`src/rtl/qam_frame_sequencer_if.sv`:
```
// Demapper, symbol FIFO and host signals around the frame sequencer.
// master drives the sequencer inputs (environment side); slave is the sequencer.
interface qam_frame_sequencer_if #(
  parameter int unsigned SYM_W  = 4,
  parameter int unsigned DROP_W = 8
);
  logic              enable;
  logic              sym_valid;
  logic [SYM_W-1:0]  sym_data;
  logic              fifo_full;
  logic              fifo_empty;
  logic [SYM_W-1:0]  fifo_q;
  logic              host_req;
  logic              fifo_wrreq;
  logic [SYM_W-1:0]  fifo_data;
  logic              fifo_rdreq;
  logic              fifo_aclr;
  logic              host_valid;
  logic [SYM_W-1:0]  host_data;
  logic              available;
  logic              complete;
  logic [DROP_W-1:0] drop_count;
  logic              underflow;

  modport master (
    output enable, sym_valid, sym_data, fifo_full, fifo_empty, fifo_q, host_req,
    input  fifo_wrreq, fifo_data, fifo_rdreq, fifo_aclr, host_valid, host_data,
           available, complete, drop_count, underflow
  );

  modport slave (
    input  enable, sym_valid, sym_data, fifo_full, fifo_empty, fifo_q, host_req,
    output fifo_wrreq, fifo_data, fifo_rdreq, fifo_aclr, host_valid, host_data,
           available, complete, drop_count, underflow
  );
endinterface

```
`src/rtl/qam_frame_sequencer.sv`:
```
// Frame sequencer for the demapper symbol FIFO: captures FRAME_LEN symbols,
// then serves host bursts of up to BURST_LEN symbols until the frame is drained.
module qam_frame_sequencer #(
  parameter int unsigned SYM_W     = 4,
  parameter int unsigned FRAME_LEN = 64,
  parameter int unsigned BURST_LEN = 8,
  parameter int unsigned CNT_W     = 7,
  parameter int unsigned DROP_W    = 8
) (
  input  logic                 dclk,
  input  logic                 reset,
  qam_frame_sequencer_if.slave bus
);

  localparam int unsigned       BCNT_W     = $clog2(BURST_LEN + 1);
  localparam logic [CNT_W-1:0]  FRAME_LAST = CNT_W'(FRAME_LEN - 1);
  localparam logic [CNT_W-1:0]  FRAME_END  = CNT_W'(FRAME_LEN);
  localparam logic [BCNT_W-1:0] BURST_LAST = BCNT_W'(BURST_LEN - 1);
  localparam logic [BCNT_W-1:0] BURST_END  = BCNT_W'(BURST_LEN);

  typedef enum logic [2:0] {
    S_IDLE,
    S_FILL,
    S_READY,
    S_BURST,
    S_BTAIL,
    S_DONE
  } state_t;

  state_t              state_q, state_d;
  logic [CNT_W-1:0]    wr_cnt_q, wr_cnt_d;
  logic [CNT_W-1:0]    rd_cnt_q, rd_cnt_d;
  logic [BCNT_W-1:0]   burst_cnt_q, burst_cnt_d;
  logic [DROP_W-1:0]   drop_q, drop_d;
  logic                underflow_q, underflow_d;
  logic                host_valid_q, host_valid_d;
  logic                aclr_q, aclr_d;

  logic                wrreq_c, rdreq_c, drop_c, available_c, complete_c, reads_left_c;

  // Next-state, counters and request strobes
  always_comb begin
    state_d      = state_q;
    wr_cnt_d     = wr_cnt_q;
    rd_cnt_d     = rd_cnt_q;
    burst_cnt_d  = burst_cnt_q;
    drop_d       = drop_q;
    underflow_d  = underflow_q;
    wrreq_c      = 1'b0;
    rdreq_c      = 1'b0;
    drop_c       = 1'b0;
    available_c  = 1'b0;
    complete_c   = 1'b0;
    reads_left_c = (burst_cnt_q < BURST_END) && (rd_cnt_q < FRAME_END);

    case (state_q)
      S_IDLE: begin
        complete_c = 1'b1;
        if (bus.enable) begin
          state_d  = S_FILL;
          wr_cnt_d = '0;
          rd_cnt_d = '0;
        end
      end
      S_FILL: begin
        wrreq_c = bus.sym_valid & ~bus.fifo_full;
        drop_c  = bus.sym_valid & bus.fifo_full;
        if (wrreq_c) begin
          wr_cnt_d = wr_cnt_q + CNT_W'(1);
          if (wr_cnt_q == FRAME_LAST) state_d = S_READY;
        end
      end
      S_READY: begin
        available_c = 1'b1;
        drop_c      = bus.sym_valid;
        if (bus.host_req) begin
          state_d     = S_BURST;
          burst_cnt_d = '0;
        end
      end
      S_BURST: begin
        available_c = 1'b1;
        drop_c      = bus.sym_valid;
        if (reads_left_c && !bus.fifo_empty) begin
          rdreq_c     = 1'b1;
          burst_cnt_d = burst_cnt_q + BCNT_W'(1);
          rd_cnt_d    = rd_cnt_q + CNT_W'(1);
          // Leave on the last read so no idle BURST cycle precedes the tail
          if ((burst_cnt_q == BURST_LAST) || (rd_cnt_q == FRAME_LAST)) state_d = S_BTAIL;
        end else begin
          if (reads_left_c) underflow_d = 1'b1;
          state_d = S_BTAIL;
        end
      end
      S_BTAIL: begin
        available_c = 1'b1;
        drop_c      = bus.sym_valid;
        state_d     = (rd_cnt_q == FRAME_END) ? S_DONE : S_READY;
      end
      S_DONE: begin
        complete_c = 1'b1;
        wr_cnt_d   = '0;
        rd_cnt_d   = '0;
        state_d    = bus.enable ? S_FILL : S_IDLE;
      end
      default: state_d = S_IDLE;
    endcase

    // Dropping enable aborts everything else in the same cycle
    if ((state_q != S_IDLE) && !bus.enable) begin
      state_d     = S_IDLE;
      wrreq_c     = 1'b0;
      rdreq_c     = 1'b0;
      drop_c      = 1'b0;
      underflow_d = underflow_q;
    end

    if (drop_c && (drop_q != '1)) drop_d = drop_q + DROP_W'(1);

    host_valid_d = rdreq_c;
    aclr_d       = (state_q != S_IDLE) && (state_d == S_IDLE);
  end

  always_ff @(posedge dclk) begin
    if (reset) begin
      state_q      <= S_IDLE;
      wr_cnt_q     <= '0;
      rd_cnt_q     <= '0;
      burst_cnt_q  <= '0;
      drop_q       <= '0;
      underflow_q  <= 1'b0;
      host_valid_q <= 1'b0;
      aclr_q       <= 1'b1;
    end else begin
      state_q      <= state_d;
      wr_cnt_q     <= wr_cnt_d;
      rd_cnt_q     <= rd_cnt_d;
      burst_cnt_q  <= burst_cnt_d;
      drop_q       <= drop_d;
      underflow_q  <= underflow_d;
      host_valid_q <= host_valid_d;
      aclr_q       <= aclr_d;
    end
  end

  // FIFO q arrives one cycle after rdreq, aligned with host_valid
  assign bus.fifo_wrreq = wrreq_c & ~reset;
  assign bus.fifo_data  = bus.sym_data;
  assign bus.fifo_rdreq = rdreq_c & ~reset;
  assign bus.fifo_aclr  = aclr_q;
  assign bus.host_valid = host_valid_q;
  assign bus.host_data  = host_valid_q ? bus.fifo_q : SYM_W'(0);
  assign bus.available  = available_c;
  assign bus.complete   = complete_c;
  assign bus.drop_count = drop_q;
  assign bus.underflow  = underflow_q;

endmodule
```
`src/flat_wrapper.sv`:
```
// flat-port wrapper written by rule: the top's interface ports become plain ports
module qam_frame_sequencer_flat 
#(
  parameter int unsigned SYM_W     = 4,
  parameter int unsigned FRAME_LEN = 64,
  parameter int unsigned BURST_LEN = 8,
  parameter int unsigned CNT_W     = 7,
  parameter int unsigned DROP_W    = 8
)
  (dclk, reset, bus_enable, bus_sym_valid, bus_sym_data, bus_fifo_full, bus_fifo_empty, bus_fifo_q, bus_host_req, bus_fifo_wrreq, bus_fifo_data, bus_fifo_rdreq, bus_fifo_aclr, bus_host_valid, bus_host_data, bus_available, bus_complete, bus_drop_count, bus_underflow);
  qam_frame_sequencer_if #(.SYM_W(SYM_W), .DROP_W(DROP_W)) bus_i ();
  input  logic dclk;
  input  logic reset;
  input wire logic [$bits(bus_i.enable)-1:0] bus_enable;
  input wire logic [$bits(bus_i.sym_valid)-1:0] bus_sym_valid;
  input wire logic [$bits(bus_i.sym_data)-1:0] bus_sym_data;
  input wire logic [$bits(bus_i.fifo_full)-1:0] bus_fifo_full;
  input wire logic [$bits(bus_i.fifo_empty)-1:0] bus_fifo_empty;
  input wire logic [$bits(bus_i.fifo_q)-1:0] bus_fifo_q;
  input wire logic [$bits(bus_i.host_req)-1:0] bus_host_req;
  output wire logic [$bits(bus_i.fifo_wrreq)-1:0] bus_fifo_wrreq;
  output wire logic [$bits(bus_i.fifo_data)-1:0] bus_fifo_data;
  output wire logic [$bits(bus_i.fifo_rdreq)-1:0] bus_fifo_rdreq;
  output wire logic [$bits(bus_i.fifo_aclr)-1:0] bus_fifo_aclr;
  output wire logic [$bits(bus_i.host_valid)-1:0] bus_host_valid;
  output wire logic [$bits(bus_i.host_data)-1:0] bus_host_data;
  output wire logic [$bits(bus_i.available)-1:0] bus_available;
  output wire logic [$bits(bus_i.complete)-1:0] bus_complete;
  output wire logic [$bits(bus_i.drop_count)-1:0] bus_drop_count;
  output wire logic [$bits(bus_i.underflow)-1:0] bus_underflow;
  assign bus_i.enable = bus_enable;
  assign bus_i.sym_valid = bus_sym_valid;
  assign bus_i.sym_data = bus_sym_data;
  assign bus_i.fifo_full = bus_fifo_full;
  assign bus_i.fifo_empty = bus_fifo_empty;
  assign bus_i.fifo_q = bus_fifo_q;
  assign bus_i.host_req = bus_host_req;
  assign bus_fifo_wrreq = bus_i.fifo_wrreq;
  assign bus_fifo_data = bus_i.fifo_data;
  assign bus_fifo_rdreq = bus_i.fifo_rdreq;
  assign bus_fifo_aclr = bus_i.fifo_aclr;
  assign bus_host_valid = bus_i.host_valid;
  assign bus_host_data = bus_i.host_data;
  assign bus_available = bus_i.available;
  assign bus_complete = bus_i.complete;
  assign bus_drop_count = bus_i.drop_count;
  assign bus_underflow = bus_i.underflow;
  qam_frame_sequencer #(.SYM_W(SYM_W), .FRAME_LEN(FRAME_LEN), .BURST_LEN(BURST_LEN), .CNT_W(CNT_W), .DROP_W(DROP_W)) u_core (.dclk(dclk), .reset(reset), .bus(bus_i));
endmodule
```
`config.mk`:
```
export PLATFORM = sky130hd
export DESIGN_NAME = qam_frame_sequencer_flat
export DESIGN_NICKNAME = d
export VERILOG_FILES = /design/src/rtl/qam_frame_sequencer_if.sv /design/src/rtl/qam_frame_sequencer.sv /design/src/flat_wrapper.sv
export SDC_FILE = /design/constraint.sdc
export NUM_CORES = 1
export LEC_CHECK = 0
export BUFFER_PORTS_ARGS = -buffer_cell sky130_fd_sc_hd__buf_4
export CAP_MARGIN = 40
export CORE_ASPECT_RATIO = 1.5
export CORE_MARGIN = 10
export CORE_UTILIZATION = 57
export CTS_CLUSTER_SIZE = 14
export DETAILED_ROUTE_END_ITERATION = 8
export PLACE_DENSITY_LB_ADDON = 0.3
export SKIP_CTS_REPAIR_TIMING = 1
export SLEW_MARGIN = 20
export SYNTH_ARGS = -nofsm -noshare
export SYNTH_HDL_FRONTEND = slang
export SYNTH_SLANG_ARGS = --single-unit
export TNS_END_PERCENT = 1
```
`constraint.sdc`:
```
create_clock -name dclk -period 4.9 [get_ports dclk]
set_input_delay 0.735 -clock dclk [delete_from_list [all_inputs] [get_ports dclk]]
set_output_delay 0.735 -clock dclk [all_outputs]
set_load 0.05 [all_outputs]
```
Word level (Yosys, flattened, before mapping)
Cells that the tools add are included.

cells by class
  reductions and logical operators = 20
  bitwise gates (word level) = 8
  add/sub/neg operators = 4
  equal/unequal tests = 14
  $lt $le $gt $ge = 2
  multiplexer cells = 28

operators with widths
  cell                                                   count
  one-hot mux 7 bit (3 select lines)                     2
  2-to-1 mux 3 bit                                       8
  2-to-1 mux 7 bit                                       3
  one-hot mux 3 bit (6 select lines)                     1
  adder 7 x 1 -> 7 bit, second input constant            2
  == test 7 x 6 -> 1 bit, second input constant          2
  2-to-1 mux 4 bit                                       3
  2-to-1 mux 1 bit                                       9
  AND reduction 3 bit                                    3
  nonzero test 3 bit                                     3
  adder 8 x 1 -> 8 bit, second input constant            1
  inequality test 8 bit, second input constant           1
  one-hot mux 4 bit (2 select lines)                     1
  == test 7 bit, second input constant                   1
  less-than comparator 7 bit, second input constant      1
  == test 3 x 2 -> 1 bit, second input constant          2
  == test 3 bit, second input constant                   2
  zero test 3 bit                                        2
  logical AND 1 bit                                      5
  adder 4 x 1 -> 4 bit, second input constant            1
  AND 1 bit                                              4
  == test 4 x 3 -> 1 bit, second input constant          1
  less-than comparator 4 bit, second input constant      1
  inequality test 2 x 1 -> 1 bit, second input constant  2
  other kinds (10)                                       15

word-level totals
  output and inout port bits = 23
  word-level logic and storage cells = 84
  input port bits = 15
  flip-flop bits (word level) = 32

Longest topological paths before layout
  word-level depth = 8
  depth in mapped cells = 7
  depth with buffers taken out = 6

Worst setup path after synthesis
No wires, ideal clock.

  kind = input to output
  from = input port bus_enable
  to = output port bus_fifo_wrreq
  data arrival time = 2.618 ns
  slack = 1.547 ns
  path buffers = 1
  cell stages on the path = 3
  path through = buf_4 -> nand2_1 -> nor4b_1

on the way
  longest elaborated chain between the ends = 4

RTL lines
  what                RTL line                    text
  start: declaration  flat_wrapper.sv:14          input wire logic [$bits(bus_i.enable)-1:0] bus_enable;
  zero test 1 bit     qam_frame_sequencer.sv:110  if ((state_q != S_IDLE) && !bus.enable) begin
  logical AND 1 bit   qam_frame_sequencer.sv:110
  2-to-1 mux 1 bit    qam_frame_sequencer.sv:110
  AND 1 bit           qam_frame_sequencer.sv:147  assign bus.fifo_wrreq = wrreq_c & ~reset;
  end: declaration    flat_wrapper.sv:21          output wire logic [$bits(bus_i.fifo_wrreq)-1:0] bus_fifo_wrreq;

Every way passes these cells.

Worst setup path after layout
  from = register u_core.state_q[1]
  to = output port bus_fifo_rdreq

on the way
  longest elaborated chain between the ends = 4

RTL lines
  what                                                                 RTL line                                               text
  start: declaration                                                   qam_frame_sequencer.sv:30                              state_t state_q, state_d;
  start signal: assignment                                             qam_frame_sequencer.sv:135                             state_q <= state_d;
  == test 3 x 2 -> 1 bit / nonzero test 3 bit (equally long branches)  qam_frame_sequencer.sv:56, qam_frame_sequencer.sv:110
  2-to-1 mux 1 bit / logical AND 1 bit (equally long branches)         qam_frame_sequencer.sv:56, qam_frame_sequencer.sv:110
  2-to-1 mux 1 bit *                                                   qam_frame_sequencer.sv:110
  AND 1 bit *                                                          qam_frame_sequencer.sv:149                             assign bus.fifo_rdreq = rdreq_c & ~reset;
  end: declaration                                                     flat_wrapper.sv:23                                     output wire logic [$bits(bus_i.fifo_rdreq)-1:0] bus_fifo_rdreq;

Mark *: on every way between the ends. The rest lies on a longest branch, timed or not.

==> flow_metrics.env <==
export IMPL_status="finished, final reports clean"
export IMPL_synth_edf_count=0
export IMPL_comb_power_share_pct=7.5
export IMPL_gp_congestion=0.7532
export IMPL_cp_end_kind="output pin"
export IMPL_avgSynthCellArea_um2=8.351
export IMPL_setup_violations=0
export IMPL_postPlaceCellArea_mm2=0.001911
export IMPL_dr_wl_met2_mm=2.031
export IMPL_async_reset_ff_share_pct=0
export IMPL_dieArea_mm2=0.005661
export IMPL_cts_buffer_depth=2
export IMPL_ys_ff_latch=32
export IMPL_slew_viol_final=0
export IMPL_ys_seq_area_share_pct=37.24
export IMPL_cap_violations=0
export IMPL_hold_violations=0
export IMPL_clk_pin_slew_worst_paths_ns=0.07
export IMPL_m1WireLength_mm=1.521
export IMPL_arrival_ns=1.98
export IMPL_initial_core_util_pct=59.06
export IMPL_cts_tree="built"
export IMPL_grt_pass1_wl_mm=6.555
export IMPL_synthDistinctLibCells=45
export IMPL_antenna_found_initial=0
export IMPL_route_detailed_drc=0
export IMPL_grt_overflow=0
export IMPL_syn_instance_count=206
export IMPL_coreArea_mm2=0.002913
export IMPL_ir_drop_mv=0.2402
export IMPL_power_leakage_nw=0.7593
export IMPL_area_growth_pct=18.40
export IMPL_path_max_fanout=20
export IMPL_fmax_mhz=367.8
export IMPL_p_per_area_mw_per_mm2=287.7
export IMPL_synth_area_top_cells="dfxtp_1, nor2_1, xnor2_1"
export IMPL_nNetsFinal=249
export IMPL_h_tree_depth=2
export IMPL_num_antenna_cells=0
export IMPL_period_needed_ns=2.719
export IMPL_seq_power_share_pct=45.6
export IMPL_hold_class="reg2reg"
export IMPL_synth_largest_area_cell="dfxtp_1"
export IMPL_fp_row_count=24
export IMPL_synth_top_flop_cell="dfxtp_1"
export IMPL_power_frac_clock_pct=46.9
export IMPL_synth_commonest_cells="dfxtp_1, nor2_1, nand2_1"
export IMPL_crit_required_ns=4.16
export IMPL_finalClockSkew_ns=0.006888
export IMPL_dp_hpwl_mm=2.820
export IMPL_finalCritPeriodShare_pct=55.48
export IMPL_dr_pass1_iters=4
export IMPL_fp_dieH_um=87.29
export IMPL_swShare_pct=21.48
export IMPL_ioPinCount=38
export IMPL_vias_per_cell=5.439
export IMPL_yosysMostFrequentCell="dfxtp_1"
export IMPL_crit_type="reg2out"
export IMPL_wl_mm=3.740
export IMPL_synth_top_area_share_pct=37.24
export IMPL_switching_power_mw=0.1259
export IMPL_worstSkewPairLatency_ns=0.28
export IMPL_max_slew_margin_rel_pct=56.03
export IMPL_cts_root_buf="clkbuf_8"
export IMPL_cp_start_kind="register"
export IMPL_drive_gt1_share_pct=20.00
export IMPL_cts_buffers=5
export IMPL_yosysWarnings=0
export IMPL_grt_use_total_pct=14.28
export IMPL_grt_pass1_vias=1484
export IMPL_num_vias=1463
export IMPL_internal_power_mw=0.4602
export IMPL_dr_wl_met3_um=154
export IMPL_drt_iter0_drc=20
export IMPL_cts_sinks=32
export IMPL_fin_tns_setup_ns=0
export IMPL_synthesis_nets=226
export IMPL_postRouteAntennaNets=0
export IMPL_fp_dieW_um=64.86
export IMPL_fin_area_mm2=0.002037
export IMPL_tightest_slew_ns=0.6587
export IMPL_grt_max_degree=22
export IMPL_mappedNetlistArea_mm2=0.001720
export IMPL_rsz0062_at_grt="false"
export IMPL_routedWlPerCell_um=13.90
export IMPL_io_buffers=29
export IMPL_top_layer_used="met4"
-- state kept, by name, summed over array words and instances (netlist names) --
| register | cells |
|---|---|
| u_core.bus.drop_count | 8 |
| u_core.rd_cnt_q | 7 |
| u_core.wr_cnt_q | 7 |
| u_core.burst_cnt_q | 4 |
| u_core.state_q | 3 |
| u_core.bus.fifo_aclr | 1 |
| u_core.bus.host_valid | 1 |
| u_core.bus.underflow | 1 |
-- critical path, stage by stage, from the launching register on --
cell and delay [ns]:
dfxtp_1 0.75, and3b_1 0.34, nand2_1 0.18, nor3_1 0.20, buf_4 0.23
-- layout by cell type, fill, tap and decap left out, types with 3 or more instances in the layout --
cell type,n
and2_1,6
nand2_1,14
xor2_1,5
dfxtp_1,32
o21ai_0,4
nand4_1,3
ha_1,5
or2_2,3
nor4_1,3
inv_1,5
a21oi_1,12
xnor2_1,11
nor4b_1,4
nor2_1,27
buf_4,29
a31oi_1,3
nand3_1,8
nand2b_1,4
nor3_1,8
a211oi_1,5
clkbuf_8,7
-- area by class of cell --
class	instances	area, um2
clock buffers	7	96.34
clock inverters	1	30.03
fillers	256	875.8
inverters	5	18.77
multi-input cells	156	984.7
flip-flops and latches	32	640.6
well taps	39	48.80
repair buffers	29	217.7
-- worst paths after layout --
kind                                             end  slack [ns]                                from  cells after the start
setup reg to reg     u_core.rd_cnt_q[5]$_SDFFE_PP0P_        2.79        u_core.state_q[1]$_SDFF_PP0_                      5
setup / recovery                      bus_fifo_rdreq        2.18        u_core.state_q[1]$_SDFF_PP0_                      4
hold reg to reg   u_core.burst_cnt_q[1]$_SDFFE_PP0P_        0.49  u_core.burst_cnt_q[1]$_SDFFE_PP0P_                      2
hold / removal    u_core.burst_cnt_q[1]$_SDFFE_PP0P_        0.49  u_core.burst_cnt_q[1]$_SDFFE_PP0P_                      2
-- logic make-up (layout without fill, tap and decap cells) --
family | count (synthesis) | in the layout | share of synthesized area (%)
muxes | 2 | 2 | 1.164
DFF | 32 | 32 | 37.24
and+or+nand+nor | 95 | 95 | 29.31
xor gates and xnor gates | 16 | 16 | 8.145
adders and majority gates | 5 | 5 | 3.636
AOI/OAI and AO/OA | 38 | 38 | 14.98
buffers and inverters | 18 | 42 | 5.527
-- stage by stage --
step	hold WS (ns)	instances	setup WS [ns]	utilization [%]	power [mW]
global placement	0.4623	261	2.539	65.59	0.3164
global route	0.5086	269	1.974	69.93	0.6065
floorplan	0.4486	206	1.547	-	0.3138
CTS	0.4918	269	2.159	69.93	0.5928
finish	0.4895	269	2.181	69.93	0.5860
detailed placement	0.4768	261	2.493	65.59	0.3175
-- metal layers --
layer	up-vias	GRT usage [%]
li1	770	-
met1	671	14.70
met2	18	25.81
met3	4	5.155
met4	0	4.883
met5	-	0
-- power by group through the flow --
| stage | sequential (mW) | clock [mW] | combinational (mW) |
|---|---|---|---|
| 4_1_cts | 0.267 | 0.281 | 0.0446 |
| 5_1_grt | 0.268 | 0.290 | 0.0485 |
| 3_5_place_dp | 0.273 | 0 | 0.0445 |
| 2_1_floorplan | 0.274 | 0 | 0.0398 |
| 3_3_place_gp | 0.273 | 0 | 0.0433 |
| 6_report | 0.267 | 0.275 | 0.0440 |
Note: power is estimated with default switching activity, not from simulation.
